$ cat src/rtl/hazard_ctrl.sv
// Load-use / taken-branch hazard sequencer for the ID stage of the 5-stage pipeline.
// Optional statistic counters are built only when HAZARD_STATS_EN is defined.
module hazard_ctrl #(
  parameter int LOAD_USE_STALL = 1,
  parameter int BR_FLUSH_SLOTS = 1
) (
  input  logic        clk_i,
  input  logic        rst_i,
  input  logic [4:0]  id_rs_i,
  input  logic [4:0]  id_rt_i,
  input  logic        ex_memread_i,
  input  logic [4:0]  ex_rt_i,
  input  logic        branch_i,
  input  logic        equal_i,
  input  logic        mem_stall_i,
  output logic        pc_write_o,
  output logic        if_id_write_o,
  output logic        if_id_flush_o,
  output logic        id_ex_bubble_o,
  output logic        pcsrc_o,
  output logic [15:0] stall_cnt_o,
  output logic [15:0] flush_cnt_o
);

  typedef enum logic [1:0] {
    RUN     = 2'd0,
    LU_WAIT = 2'd1,
    FLUSH   = 2'd2
  } state_t;

  localparam logic [2:0] LU_INIT = 3'(LOAD_USE_STALL - 1);
  localparam logic [2:0] BR_INIT = 3'(BR_FLUSH_SLOTS - 1);

  state_t     state_r, state_nxt_s;
  logic [2:0] cnt_r, cnt_nxt_s;
  logic       lu_s;
  logic       stall_inc_s;
  logic       flush_inc_s;

  assign lu_s = ex_memread_i && (ex_rt_i != 5'd0) &&
                ((ex_rt_i == id_rs_i) || (ex_rt_i == id_rt_i));

  // State and remaining-cycle counter register
  always_ff @(posedge clk_i or posedge rst_i) begin
    if (rst_i) begin
      state_r <= RUN;
      cnt_r   <= 3'd0;
    end else begin
      state_r <= state_nxt_s;
      cnt_r   <= cnt_nxt_s;
    end
  end

  // Next-state and pipeline control outputs; memory stall freezes everything
  always_comb begin
    pc_write_o     = 1'b1;
    if_id_write_o  = 1'b1;
    if_id_flush_o  = 1'b0;
    id_ex_bubble_o = 1'b0;
    pcsrc_o        = 1'b0;
    state_nxt_s    = state_r;
    cnt_nxt_s      = cnt_r;
    stall_inc_s    = 1'b0;
    flush_inc_s    = 1'b0;
    if (mem_stall_i) begin
      pc_write_o    = 1'b0;
      if_id_write_o = 1'b0;
    end else begin
      case (state_r)
        RUN: begin
          if (lu_s) begin
            pc_write_o     = 1'b0;
            if_id_write_o  = 1'b0;
            id_ex_bubble_o = 1'b1;
            stall_inc_s    = 1'b1;
            if (LOAD_USE_STALL > 1) begin
              state_nxt_s = LU_WAIT;
              cnt_nxt_s   = LU_INIT;
            end else begin
              state_nxt_s = RUN;
              cnt_nxt_s   = 3'd0;
            end
          end else if (branch_i && equal_i) begin
            pcsrc_o       = 1'b1;
            if_id_flush_o = 1'b1;
            flush_inc_s   = 1'b1;
            if (BR_FLUSH_SLOTS > 1) begin
              state_nxt_s = FLUSH;
              cnt_nxt_s   = BR_INIT;
            end else begin
              state_nxt_s = RUN;
              cnt_nxt_s   = 3'd0;
            end
          end else begin
            state_nxt_s = RUN;
            cnt_nxt_s   = 3'd0;
          end
        end
        LU_WAIT: begin
          pc_write_o     = 1'b0;
          if_id_write_o  = 1'b0;
          id_ex_bubble_o = 1'b1;
          stall_inc_s    = 1'b1;
          if (cnt_r <= 3'd1) begin
            state_nxt_s = RUN;
            cnt_nxt_s   = 3'd0;
          end else begin
            cnt_nxt_s = cnt_r - 3'd1;
          end
        end
        FLUSH: begin
          if_id_flush_o = 1'b1;
          if (cnt_r <= 3'd1) begin
            state_nxt_s = RUN;
            cnt_nxt_s   = 3'd0;
          end else begin
            cnt_nxt_s = cnt_r - 3'd1;
          end
        end
        default: begin
          state_nxt_s = RUN;
          cnt_nxt_s   = 3'd0;
        end
      endcase
    end
  end

`ifdef HAZARD_STATS_EN
  logic [15:0] stall_cnt_r;
  logic [15:0] flush_cnt_r;

  function automatic logic [15:0] sat_inc(input logic [15:0] v, input logic en);
    if (en && (v != 16'hFFFF)) begin
      sat_inc = v + 16'd1;
    end else begin
      sat_inc = v;
    end
  endfunction

  // Saturating event counters
  always_ff @(posedge clk_i or posedge rst_i) begin
    if (rst_i) begin
      stall_cnt_r <= 16'h0000;
      flush_cnt_r <= 16'h0000;
    end else begin
      stall_cnt_r <= sat_inc(stall_cnt_r, stall_inc_s);
      flush_cnt_r <= sat_inc(flush_cnt_r, flush_inc_s);
    end
  end

  assign stall_cnt_o = stall_cnt_r;
  assign flush_cnt_o = flush_cnt_r;
`else
  logic unused_stats_s;
  assign unused_stats_s = stall_inc_s ^ flush_inc_s;
  assign stall_cnt_o    = 16'h0000;
  assign flush_cnt_o    = 16'h0000;
`endif

endmodule

$ cat config.mk
export PLATFORM = sky130hd
export DESIGN_NAME = hazard_ctrl
export DESIGN_NICKNAME = d
export VERILOG_FILES = /design/src/rtl/hazard_ctrl.sv
export SDC_FILE = /design/constraint.sdc
export NUM_CORES = 1
export LEC_CHECK = 0
export BUFFER_PORTS_ARGS = -buffer_cell sky130_fd_sc_hd__buf_2
export CAP_MARGIN = 20
export CORE_AREA = 2 2 39 41
export DETAILED_ROUTE_END_ITERATION = 16
export DIE_AREA = 0 0 41 43
export GPL_ROUTABILITY_DRIVEN = 0
export GPL_TIMING_DRIVEN = 0
export MAX_ROUTING_LAYER = met4
export PLACE_DENSITY = 0.9
export SLEW_MARGIN = 20
export SYNTH_ARGS = -nofsm -noshare
export SYNTH_HDL_FRONTEND = slang
export SYNTH_SLANG_ARGS = --single-unit
export TNS_END_PERCENT = 30
$ cat constraint.sdc
create_clock -name clk_i -period 3.8 [get_ports clk_i]
set_clock_uncertainty 0.2 [all_clocks]
set_input_delay 0.76 -clock clk_i [delete_from_list [all_inputs] [get_ports clk_i]]
set_output_delay 0.76 -clock clk_i [all_outputs]
set_load 0.01 [all_outputs]
==> results.toml <==
[critical_path]
worst_path_largest_cell_delay_ns = 0.53
cp-end-kind = "output port"
start_kind = "input port"
critPathRequiredTime_ns = 2.84
path_cells = "buf_2, or4_1, o21a_1, a211oi_2, buf_4, buf_2"
crit_path_frequent_cell = "buf_2"
arrival_ns = 2.09
critPathKind = "input port to output port"
slowest_stage = "or4_1"
path_max_fanout = 3

[min_path]
hold_class = "input port to output port"
min_path_cells = 3
hold_end = "if_id_flush_o"
hp-start = "mem_stall_i"

[sta]
slew_violations = 0
period_share_pct = 80.4
period_minus_slack_ns = 3.05
setup_viol = 0
rsz0062_at_grt = "false"
whs_ns = 1.60
fmax_mhz = 327
fin_tns_setup_ns = 0
hold_violations = 0

[power]
power_density_nw_per_um2 = 111
finalPower_w = 0.0000744
p_sw_share_pct = 45.5
p_leak_nw = 0.431
peakVddDrop_v = 0.0000322
p_sw_w = 0.0000338
share_seq_of_total_power_pct = 0
p_int_w = 0.0000406
clkPwrFrac_pct = 0
power_frac_comb_pct = 100.0

[floorplan]
core-area_um2 = 1380
io_pins = 58
die-width_um = 41
initial_core_util_pct = 30.0
design.die.area_um2 = 1760
fp-row-count = 14
die_h_um = 43

[placement]
hpwl_um = 852
portBuffers = 24
dp.cells = 127

[finish]
utilization_pct = 48.6
seqCellArea_um2 = 0
stdcell_count = 127
area_delta_synth_final_pct = 61.7
drive_above_1_share_pct = 53.2
n_clock_buffer = 0
multi_input_area_um2 = 277
fin_nets = 134
seq_cells = 0
n_antenna_cell = 0
num-fill-cells = 141

[job]
drv_cap = 0

[global_route]
grt_antenna_before_repair = 0
grt_pass1_vias = 318
grt_max_degree = 4
grt_overflow = 0
grt_use_total_pct = 8.70
grt_pass1_wl_um = 1110

[clocking]
ctsHoldBuffers = 0
postCtsSetupBuffers = 0
cts-resized-gates = 0

[synthesis]
synth_area_per_cell_um2 = 7.42
ys_types = 11
synth_area_um2 = 415
netlist_instances = 56
ys_seq_area_share_pct = 0
ys_warn_count = 0

[routing]
wire_per_inst_um = 7.18
vias = 427
drtIter0Drc = 0
drt-total-wl_um = 912
viasPerCell = 3.36
ant_nets = 0
drc = 0
dr.pass1.iters = 1

[outcome]
status = "completed"
kinds of logic after synthesis:
kind of cell,synth area share (%)
and+or+nand+nor,9.04
AOI/OAI and AO/OA,7.53
other,0.903
buffers and inverters,61.4
xor gates and xnor gates,21.1
through the flow:
stage               instance area [um2]  setup slack [ns]
floorplan                           532             0.913
global placement                    672             0.779
detailed placement                  672             0.741
CTS                                 672             0.732
global route                        672             0.678
finish                              672             0.745
synthesized netlist by cell type:
cell type | instances | share of area (%)
or4_1 | 1 | 1.8
nand2_1 | 3 | 2.7
a211oi_2 | 1 | 3.0
o21a_1 | 1 | 1.8
conb_1 | 1 | 0.90
a21oi_1 | 1 | 1.2
and3b_1 | 1 | 2.1
xnor2_1 | 10 | 21
nand3_1 | 2 | 2.4
o22ai_1 | 1 | 1.5
buf_4 | 34 | 61
worst max path at each step:
stage,from,endpoint,slack [ns],cells after the start
finish,ex_rt_i[3],pcsrc_o,0.75,6
global route,ex_rt_i[3],pcsrc_o,0.68,6
CTS,ex_rt_i[3],pcsrc_o,0.73,6
detailed placement,ex_rt_i[3],pcsrc_o,0.74,6
global placement,ex_rt_i[3],pcsrc_o,0.78,6
floorplan,ex_rt_i[3],pcsrc_o,0.91,4
cells in the final DEF (no fill, tap or decap), drive strengths merged:
cell type,synthesis,layout
a211oi,1,1
a21oi,1,1
and3b,1,1
buf,34,58
conb,1,32
nand2,3,3
nand3,2,2
o21a,1,1
o22ai,1,1
or4,1,1
xnor2,10,10
power groups by stage:
| stage | clock network (W) | registers, W | logic (W) |
|---|---|---|---|
| final | 0 | 0 | 0.0000744 |
| after global placement | 0 | 0 | 0.0000715 |
| after CTS | 0 | 0 | 0.0000733 |
| after global routing | 0 | 0 | 0.0000818 |
| after detailed placement | 0 | 0 | 0.0000730 |
| after floorplan | 0 | 0 | 0.0000555 |
layer usage:
| layer | track usage (%) | vias to the layer above | routed length, um |
|---|---|---|---|
| met5 | - | - | 0 |
| met4 | 0 | 0 | 0 |
| met3 | 0 | 0 | 192 |
| met2 | 18.8 | 41 | 430 |
| met1 | 7.91 | 164 | 289 |
| li1 | - | 222 | - |
worst max-delay path: cells and delay by family:
kind | cells | cell delay, ns
simple gates | 1 | 0.53
compound gates | 2 | 0.43
buf+inv | 3 | 0.37
final cells by class:
cell class	instances	share of cell area, %
repair buffers	24	17.9
well taps	16	2.98
multi-input cells	53	41.2
plain buffers	34	38.0
Note: power is estimated with default switching activity, not from simulation.
